**config.mk**
```make
export PLATFORM = sky130hd
export DESIGN_NAME = router_out_fifo
export DESIGN_NICKNAME = d
export VERILOG_FILES = /design/src/rtl/router_out_fifo.sv
export SDC_FILE = /design/constraint.sdc
export NUM_CORES = 1
export LEC_CHECK = 0
export BUFFER_PORTS_ARGS = -buffer_cell sky130_fd_sc_hd__clkbuf_2
export CORE_ASPECT_RATIO = 0.75
export CORE_UTILIZATION = 54
export DETAILED_ROUTE_END_ITERATION = 6
export GPL_ROUTABILITY_DRIVEN = 1
export PLACE_DENSITY = 0.68
export SLEW_MARGIN = 10
export SYNTH_ARGS = -nofsm -noshare
export SYNTH_HDL_FRONTEND = slang
export SYNTH_SLANG_ARGS = --single-unit
```
**constraint.sdc**
```tcl
create_clock -name clock -period 2.9 [get_ports clock]
set_clock_uncertainty 0.05 [all_clocks]
set_input_delay 0.145 -clock clock [delete_from_list [all_inputs] [get_ports clock]]
set_output_delay 0.145 -clock clock [all_outputs]
set_load 0.01 [all_outputs]
```
**src/rtl/router_out_fifo.sv**
```systemverilog
// router_out_fifo
// ----------------------------------------------------------------------------
// Per-destination output buffer of the 1x3 router. Words are stored as
// {header_tag, byte}; the tag is set for the first word of every packet.
// While a packet is drained, a byte counter tracks how many of its bytes
// (payload plus parity) are still to come, and that counter drives pkt_busy.
// soft_reset flushes the buffer exactly like reset. This is used when the
// destination stops reading.
//
// Ports
//   clock       system clock, all logic on the rising edge
//   reset       synchronous active-high reset
//   soft_reset  synchronous active-high flush from the router synchronizer
//   write_enb   write request for data_in (dropped while full)
//   lfd_state   marks data_in as a packet header (stored as the tag bit)
//   data_in     byte to store
//   read_enb    read request from the destination (ignored while empty)
//   data_out    registered read data, valid the cycle after an accepted read
//   vld_out     FIFO non-empty
//   full        FIFO full
//   empty       FIFO empty
//   pkt_busy    a packet is partially read out
//
// The header length field is taken from data bits [7:2], so WIDTH >= 8.
// ----------------------------------------------------------------------------
module router_out_fifo #(
    parameter int WIDTH = 8,
    parameter int DEPTH = 16,
    parameter int AW    = 4
) (
    input  logic             clock,
    input  logic             reset,
    input  logic             soft_reset,
    input  logic             write_enb,
    input  logic             lfd_state,
    input  logic [WIDTH-1:0] data_in,
    input  logic             read_enb,
    output logic [WIDTH-1:0] data_out,
    output logic             vld_out,
    output logic             full,
    output logic             empty,
    output logic             pkt_busy
);

    localparam int CW = 6;

    logic [WIDTH:0]   mem [DEPTH];
    logic [AW:0]      wr_ptr_reg, wr_ptr_next;
    logic [AW:0]      rd_ptr_reg, rd_ptr_next;
    logic [CW-1:0]    pkt_cnt_reg, pkt_cnt_next;
    logic [WIDTH-1:0] data_out_reg, data_out_next;

    logic             flush;
    logic             wr_acc;
    logic             rd_acc;
    logic [WIDTH:0]   rd_word;

    assign flush = reset | soft_reset;

    // The extra pointer MSB distinguishes full from empty when the
    // address bits are equal.
    assign empty   = (wr_ptr_reg == rd_ptr_reg);
    assign full    = (wr_ptr_reg[AW] != rd_ptr_reg[AW]) &&
                     (wr_ptr_reg[AW-1:0] == rd_ptr_reg[AW-1:0]);
    assign vld_out = ~empty;

    // The write and read decisions use the flags from before this edge.
    // A read on a full FIFO therefore does not let a write in during the
    // same cycle.
    assign wr_acc = write_enb & ~full;
    assign rd_acc = read_enb & ~empty;

    assign rd_word = mem[rd_ptr_reg[AW-1:0]];

    // Memory contents are don't-care after a flush, so the array itself has
    // no reset. This allows it to map onto plain RAM.
    always_ff @(posedge clock) begin
        if (wr_acc) begin
            mem[wr_ptr_reg[AW-1:0]] <= {lfd_state, data_in};
        end
    end

    always_comb begin
        wr_ptr_next   = wr_ptr_reg;
        rd_ptr_next   = rd_ptr_reg;
        pkt_cnt_next  = pkt_cnt_reg;
        data_out_next = data_out_reg;

        if (wr_acc) begin
            wr_ptr_next = wr_ptr_reg + {{AW{1'b0}}, 1'b1};
        end

        if (rd_acc) begin
            rd_ptr_next   = rd_ptr_reg + {{AW{1'b0}}, 1'b1};
            data_out_next = rd_word[WIDTH-1:0];
            if (rd_word[WIDTH]) begin
                // A header reloads the count with payload length plus parity.
                pkt_cnt_next = rd_word[7:2] + 6'd1;
            end else if (pkt_cnt_reg != '0) begin
                pkt_cnt_next = pkt_cnt_reg - 6'd1;
            end
        end else if (pkt_cnt_reg == '0) begin
            // Between packets the output bus idles at zero. It clears one
            // cycle after the parity byte has been shown.
            data_out_next = '0;
        end
    end

    always_ff @(posedge clock) begin
        if (flush) begin
            wr_ptr_reg   <= '0;
            rd_ptr_reg   <= '0;
            pkt_cnt_reg  <= '0;
            data_out_reg <= '0;
        end else begin
            wr_ptr_reg   <= wr_ptr_next;
            rd_ptr_reg   <= rd_ptr_next;
            pkt_cnt_reg  <= pkt_cnt_next;
            data_out_reg <= data_out_next;
        end
    end

    assign data_out = data_out_reg;
    assign pkt_busy = (pkt_cnt_reg != '0);

endmodule

```
After elaboration in Yosys (flattened, before gate mapping)
Memory sizes are Yosys's and may differ from the RTL's. A register that Yosys moved wholly into a read port is not among the register bits.
Index checks and enable logic that the tools add are counted.
W data, S select, Z words.

storage, ports and cells
  output and inout port bits = 12
  bits in registers = 24
  memory bits (writable) = 144
  memories = 1

memories
  name  depth  bits a word  rd ports  clocked after memory_dff  wr ports  RTL line  text
  mem   16     9            1         1                         1         47        logic [WIDTH:0] mem [DEPTH];

operators by class
  muxes and demuxes = 8
  reduce and logical (&&, ||, !) cells = 6
  add/subtract/negate cells = 4
  equality and inequality tests = 3
  bitwise gates (word level) = 5

operators by type and width
  cell                   count
  $mux W8                2
  $mux W6                2
  $add A5 B1 Y5 const B  2
  $mux W4                2
  $add A6 B1 Y6 const B  1
  $logic_not A6 Y1       1
  $reduce_bool A6 Y1     1
  $sub A6 B1 Y6 const B  1
  $eq A5 B5 Y1           1
  $eq A4 B4 Y1           1
  $reduce_bool A2 Y1     2
  $and A1 B1 Y1          2
  $mux W1                2
  $not A1 Y1             2
  $reduce_and A2 Y1      1
  $logic_and A1 B1 Y1    1
  $ne A1 B1 Y1           1
  $or A1 B1 Y1           1

Depth between registers and ports, before layout
Gate-level depths: netlist of run 1.

  depth in word-level cells = 6
  mapped depth = 12

Worst setup path before layout of run 1
No wires, ideal clock.

  path type = flip-flop to flip-flop
  start = register with a tool-made name
  end = register pkt_cnt_reg[4]
  library setup time = 0.074 ns
  data required time = 2.776 ns
  cell stages (with the launch flop) = 11
  data arrival time = 2.295 ns
  clock period less this slack = 2.419 ns
  slack = 0.481 ns
  path buffers = 2
  cell sequence = dfxtp_1 -> buf_4 -> buf_6 -> mux4_2 -> a22oi_1 -> nand2_1 -> ha_1 -> o311ai_0 -> xnor2_1 -> nand2_1 -> a31oi_1

RTL lines
  element                 RTL line  text
  end signal: assignment  118       pkt_cnt_reg <= pkt_cnt_next;
  end: declaration        50        logic [CW-1:0] pkt_cnt_reg, pkt_cnt_next;

==> metrics.txt, run 1 <==
Final Total Pwr 0.00522 W; Synth top area share 62.4%; RSZ-0062 raised after global routing no; I/O pin count 26; Via Count 3863; top cells by area, synth edfxtp_1, mux4_2, dfxtp_1, nor2_1, ha_1; crit path capture type register; TritonCTS buffer count 17; Slew Viols, Final 0; Post-layout nets 484; mapped cell area 0.00693 mm²; CP Data Arrival Time 2900 ps; Setup CP Type reg2reg; Hold Buf Count CTS 0; sequential fraction of the synthesis area 70.5%; Final Critical Period 2610 ps; die area 0.0133 mm²; # fillers 884; max reg flops 144; CTS root buf clkbuf_16; Yosys reg bits 172; Synthesized Nets 428; Skew-Pair Late Insertion Delay 420 ps; Final Hold Fails 0; global-route usage over all layers 24.0%; outcome completed; setup TNS 0 ps; setup violators final 0; Port Buffer Count 25; crit start category register; leading cell type in the layout, fill and taps excluded edfxtp_1; grt total ovfl 0; maxcap violations 0; Final Cycle Share 89.9%; critical path's slowest cell dfxtp_1; Hold Crit Class in2reg; Cell Pwr Density 649 mW/mm²; Worst Path Max Fanout 11; std cell rows 35; chip height 100 µm; CP cell instances buf_4 > and2_1 > a221oi_1 > o21ai_0 > nand2_1 > ha_1 > o311ai_0 > xnor2_1 > nand2_1 > a31oi_1; pre-CTS setup slack 332 ps; TritonCTS clock tree yes; Final WS setup 292 ps; fmax 0.383 GHz; top_reg_cell synth edfxtp_1; WL/cell 23.0 µm; Inst Count DP 609; 1st-iter DRT viols 412; worst reg2reg endpoint pkt_cnt_reg[4]$_SDFFE_PP0P_; layout cells sized above 1 27.8%; Max clock buf depth 2; leakage power 2.66 nW; Hold Path Cell Cnt 3; ys async rst share 0%; largest net degree at the start of global routing 29; drt via density 6.03; Worst-path clk slew 70 ps; Clock Sinks 172; # resized after CTS 0; Max-Slew Margin vs Limit 59.1%; max incr delay on CP 680 ps; chip width 133 µm; RePlAce Congestion 0.835; r2r setup slk 290 ps; most frequent CP cell nand2_1; WP data required 3190 ps; number of global-route vias before repair 3673; DRC Markers 0; hold endpoint pkt_cnt_reg[5]$_SDFFE_PP0P_; Syn Area/Cell 17.1 µm²; Post-Place Cell Area 0.00741 mm²; Worst-Margin Slew 613 ps; Register-to-Register Path Depth 10; Post-synth EDFFs 144; Post-Route WL 14.7 mm; Netlist cell types 48; Initial Util 55.9%; HPWL Detailed 9.51 mm; Finished Cell Area 0.00804 mm²; initial antenna violation count 0; most frequent cells in the layout edfxtp_1, mux4_2, buf_4; Warnings, synthesis 0; Setup Fix Bufs, Post-CTS 0; cell count after synthesis 406; number of diodes 0; Area Growth Syn to Fin 16.0%; filler-free cell count of the finished design 641; first-pass GRT wire length 22.2 mm; Core Area 0.0124 mm²; peak supply drop 401 µV; hold path start read_enb; H-Tree Depth 4; 1st-pass router iterations 5; cell taking the most area after synthesis edfxtp_1; ANT nets after route 0
[kinds of logic after synthesis]
group / synth area share, %
muxes: 13.4
buffers and inverters: 1.97
xor gates and xnor gates: 1.90
DFF: 70.5
adders and majority gates: 1.44
AOI/OAI and AO/OA: 4.30
and+or+nand+nor: 6.50
[cells in the mapped netlist (all sizes together) (9+ instances only)]
library cell	n
clkbuf	10
nand3	12
dfxtp	28
nand2	21
a21oi	14
o21ai	9
nor2	27
edfxtp	144
buf	9
mux4	38
[worst max path at each step]
| stage | end | slack, ps | cells past startpoint |
|---|---|---|---|
| floorplan | pkt_cnt_reg[4]$_SDFFE_PP0P_ | 480 | 10 |
| global placement | pkt_cnt_reg[3]$_SDFFE_PP0P_ | 380 | 7 |
| detailed placement | pkt_cnt_reg[5]$_SDFFE_PP0P_ | 330 | 7 |
| CTS | pkt_cnt_reg[5]$_SDFFE_PP0P_ | 300 | 7 |
| global route | pkt_cnt_reg[4]$_SDFFE_PP0P_ | 110 | 10 |
| finish | pkt_cnt_reg[4]$_SDFFE_PP0P_ | 290 | 10 |
[critical path: cells and delay by family, from the launching register on]
| kind | cells | cell delay (ps) |
|---|---|---|
| compound gates | 4 | 710 |
| xor+xnor | 1 | 160 |
| fa+ha+maj | 1 | 240 |
| buf+inv | 1 | 280 |
| flops | 1 | 680 |
| simple gates | 3 | 410 |
[where the power goes]
part,switching [W],internal [W]
Sequential,0.00000765,0.00269
Clock,0.000902,0.00144
Combinational,0.000111,0.0000687
Total,0.00102,0.00420
[final cells by class]
type	count	area (µm²)	area share, %
Clock buffer	25	561	6.97
Clock inverter	7	68.8	0.856
Inverter	9	33.8	0.420
Multi-Input combinational cell	206	1910	23.8
Sequential cell	172	4890	60.8
Tap cell	166	208	2.58
Timing Repair Buffer	56	370	4.61
[routing by layer]
layer  routed length [µm]  vias to the layer above  part of all wire, %  GRT usage [%]
met4                  236                        0                  1.6           9.20
met5                    0                        -                    0              0
met3                 1040                       16                  7.0           5.40
met2                 6940                      155                   47           35.7
li1                     -                     1715                    -              -
met1                 6530                     1977                   44           34.9
[stage by stage]
step	utilization (%)	hold WS (ps)
6_report	64.9	78.3
5_1_grt	64.9	74.2
4_1_cts	64.9	59.9
3_5_place_dp	59.8	416
3_3_place_gp	59.8	408
2_1_floorplan	-	194
No activity file was read; power rests on OpenSTA's default activity.
==> run 2, diff against run 1 <==
--- a/config.mk
+++ b/config.mk
@@ -10,6 +10,7 @@
 export CORE_UTILIZATION = 54
 export DETAILED_ROUTE_END_ITERATION = 6
 export GPL_ROUTABILITY_DRIVEN = 1
+export GPL_TIMING_DRIVEN = 0
 export PLACE_DENSITY = 0.68
 export SLEW_MARGIN = 10
 export SYNTH_ARGS = -nofsm -noshare
==> run 2 against run 1 <==
Compared with the run above:
- die area is the same
- largest power group unchanged
- clock power down 9.4%
- register-to-register slack worse by 170 ps
- cell count decreased by 1.4%
- final area decreased by 1.2%
- combinational power is 4% higher
- critical endpoint unchanged
- critical path depth is 2 higher
- total power shrank 4.0%
- hold slack improved by 2.5 ps
- first-iteration DRC count fell by 1.2%
==> metrics.txt, run 2 (synthesis gave the netlist of run 1 again) <==
outcome completed; most frequent cells in the layout edfxtp_1, mux4_2, clkbuf_2, dfxtp_1, nand2_1; Initial Util 55.9%; Setup CP Type reg2reg; number of diodes 0; layout cells sized above 1 28.5%; fmax 0.360 GHz; crit start category register; Final Critical Period 2780 ps; setup violators final 0; Post-layout nets 475; maxcap violations 0; GRT met3 Usage 5.91%; most frequent CP cell buf_6; Final Total Pwr 0.00501 W; initial antenna violation count 0; busiest grt layer met2; WP data required 3200 ps; Max-Slew Margin vs Limit 48.0%; H-Tree Depth 4; std cell rows 35; HPWL Detailed 9.49 mm; pre-CTS setup slack -250 ps; TritonCTS clock tree yes; Hold Buf Count CTS 0; crit path capture type register; Hold Crit Class in2reg; Register-to-Register Path Depth 12; Seq pwr share 53.9%; Post-Route WL 14.8 mm; Worst Path Max Fanout 10; cell-internal power 0.00395 W; Final Hold Fails 0; RePlAce Congestion 0.776; switching share of power 21.1%; Final WS setup 122 ps; leading cell type in the layout, fill and taps excluded edfxtp_1; 1st-pass router iterations 5; Logic pwr share 3.8%; RSZ-0062 raised after global routing yes; Skew-Pair Late Insertion Delay 420 ps; chip width 133 µm; number of global-route vias before repair 3755; Port Buffer Count 25; leakage power 2.53 nW; Worst-path clk slew 70 ps; Clk network pwr share 42.4%; GR Layer Usage met1 34.4%; Inst Count DP 601; Clock Sinks 172; CP cell instances buf_8 > buf_6 > buf_6 > mux2i_1 > a221oi_1 > a22oi_1 > nand2_2 > ha_1 > o311ai_0 > xnor2_1 > nand2_1 > a31oi_1; Final Cycle Share 95.8%; CTS root buf clkbuf_16; largest net degree at the start of global routing 17; die area 0.0133 mm²; WL/cell 23.4 µm; peak supply drop 627 µV; first-pass GRT wire length 22.4 mm; Slew Viols, Final 0; Cell Pwr Density 630 mW/mm²; CP Data Arrival Time 3080 ps; chip height 100 µm; Hold Path Cell Cnt 1; critical path's slowest cell dfxtp_2; max reg flops 144; global-route usage over all layers 24.0%; I/O pin count 26; TritonCTS buffer count 17; hold slack 80.8 ps; filler-free cell count of the finished design 632; Via Count 3862; switching power 0.00106 W; DRC Markers 0; GR Layer Usage met2 37.1%; ANT nets after route 0; Max clock buf depth 2; grt total ovfl 0; Core Area 0.0124 mm²; max incr delay on CP 390 ps; 1st-iter DRT viols 407; drt via density 6.11; Area Growth Syn to Fin 14.6%; Worst-Margin Slew 779 ps
## run 2: final cells by class
| class | instances | area [µm²] |
|---|---|---|
| Sequential cell | 172 | 4890 |
| Fill cell | 861 | 4450 |
| Multi-Input combinational cell | 206 | 1980 |
| Clock buffer | 20 | 437 |
| Tap cell | 166 | 208 |
| Timing Repair Buffer | 29 | 170 |
| Buffer | 18 | 116 |
| Clock inverter | 12 | 114 |
| Inverter | 9 | 37.5 |
## run 2: final timing paths
kind                       startpoint                           to  slack, ps
max                          register  pkt_cnt_reg[4]$_SDFFE_PP0P_        120
min reg2reg  data_out[2]$_SDFFE_PP0P_     data_out[2]$_SDFFE_PP0P_        420
min                        data_in[7]          mem[5][7]$_DFFE_PP_         80
max reg2reg                  register  pkt_cnt_reg[4]$_SDFFE_PP0P_        120
## run 2: worst max-delay path: cells and delay by family, from the launching register on
kind / cells / cell delay (ps)
simple gates: 2 / 290
flops: 1 / 390
buf+inv: 3 / 590
xor+xnor: 1 / 180
fa+ha+maj: 1 / 220
compound gates: 4 / 870
mux: 1 / 90
## run 2: layer usage
layer  vias up  part of all wire [%]
met5         -                     0
met4         0                  0.95
met3        15                   6.4
met2       151                    47
met1      2000                    46
li1       1696                     -
## run 2: power by group through the flow
stage	Clock [W]	Sequential [W]	Combinational (W)
after floorplan	0	0.00275	0.000106
after global placement	0	0.00275	0.000173
after detailed placement	0	0.00275	0.000182
after CTS	0.00213	0.00270	0.000185
after global routing	0.00222	0.00270	0.000203
final	0.00212	0.00270	0.000188
## run 2: repair_timing
| action | 4_1_cts | 5_1_grt |
|---|---|---|
| gates resized for setup | 16 | 12 |
| endpoints found under the setup margin | 75 | 45 |
| pin swaps | 1 | 0 |
| setup buffers | 0 | 0 |
## run 2: metrics by stage
stage	area, µm²	utilization (%)	TNS, ps
after floorplan	6930	-	0
after global placement	7260	58.6	-17770
after detailed placement	7330	59.1	-5430
after CTS	7920	63.9	0
after global routing	7950	64.1	-349
final	7950	64.1	0
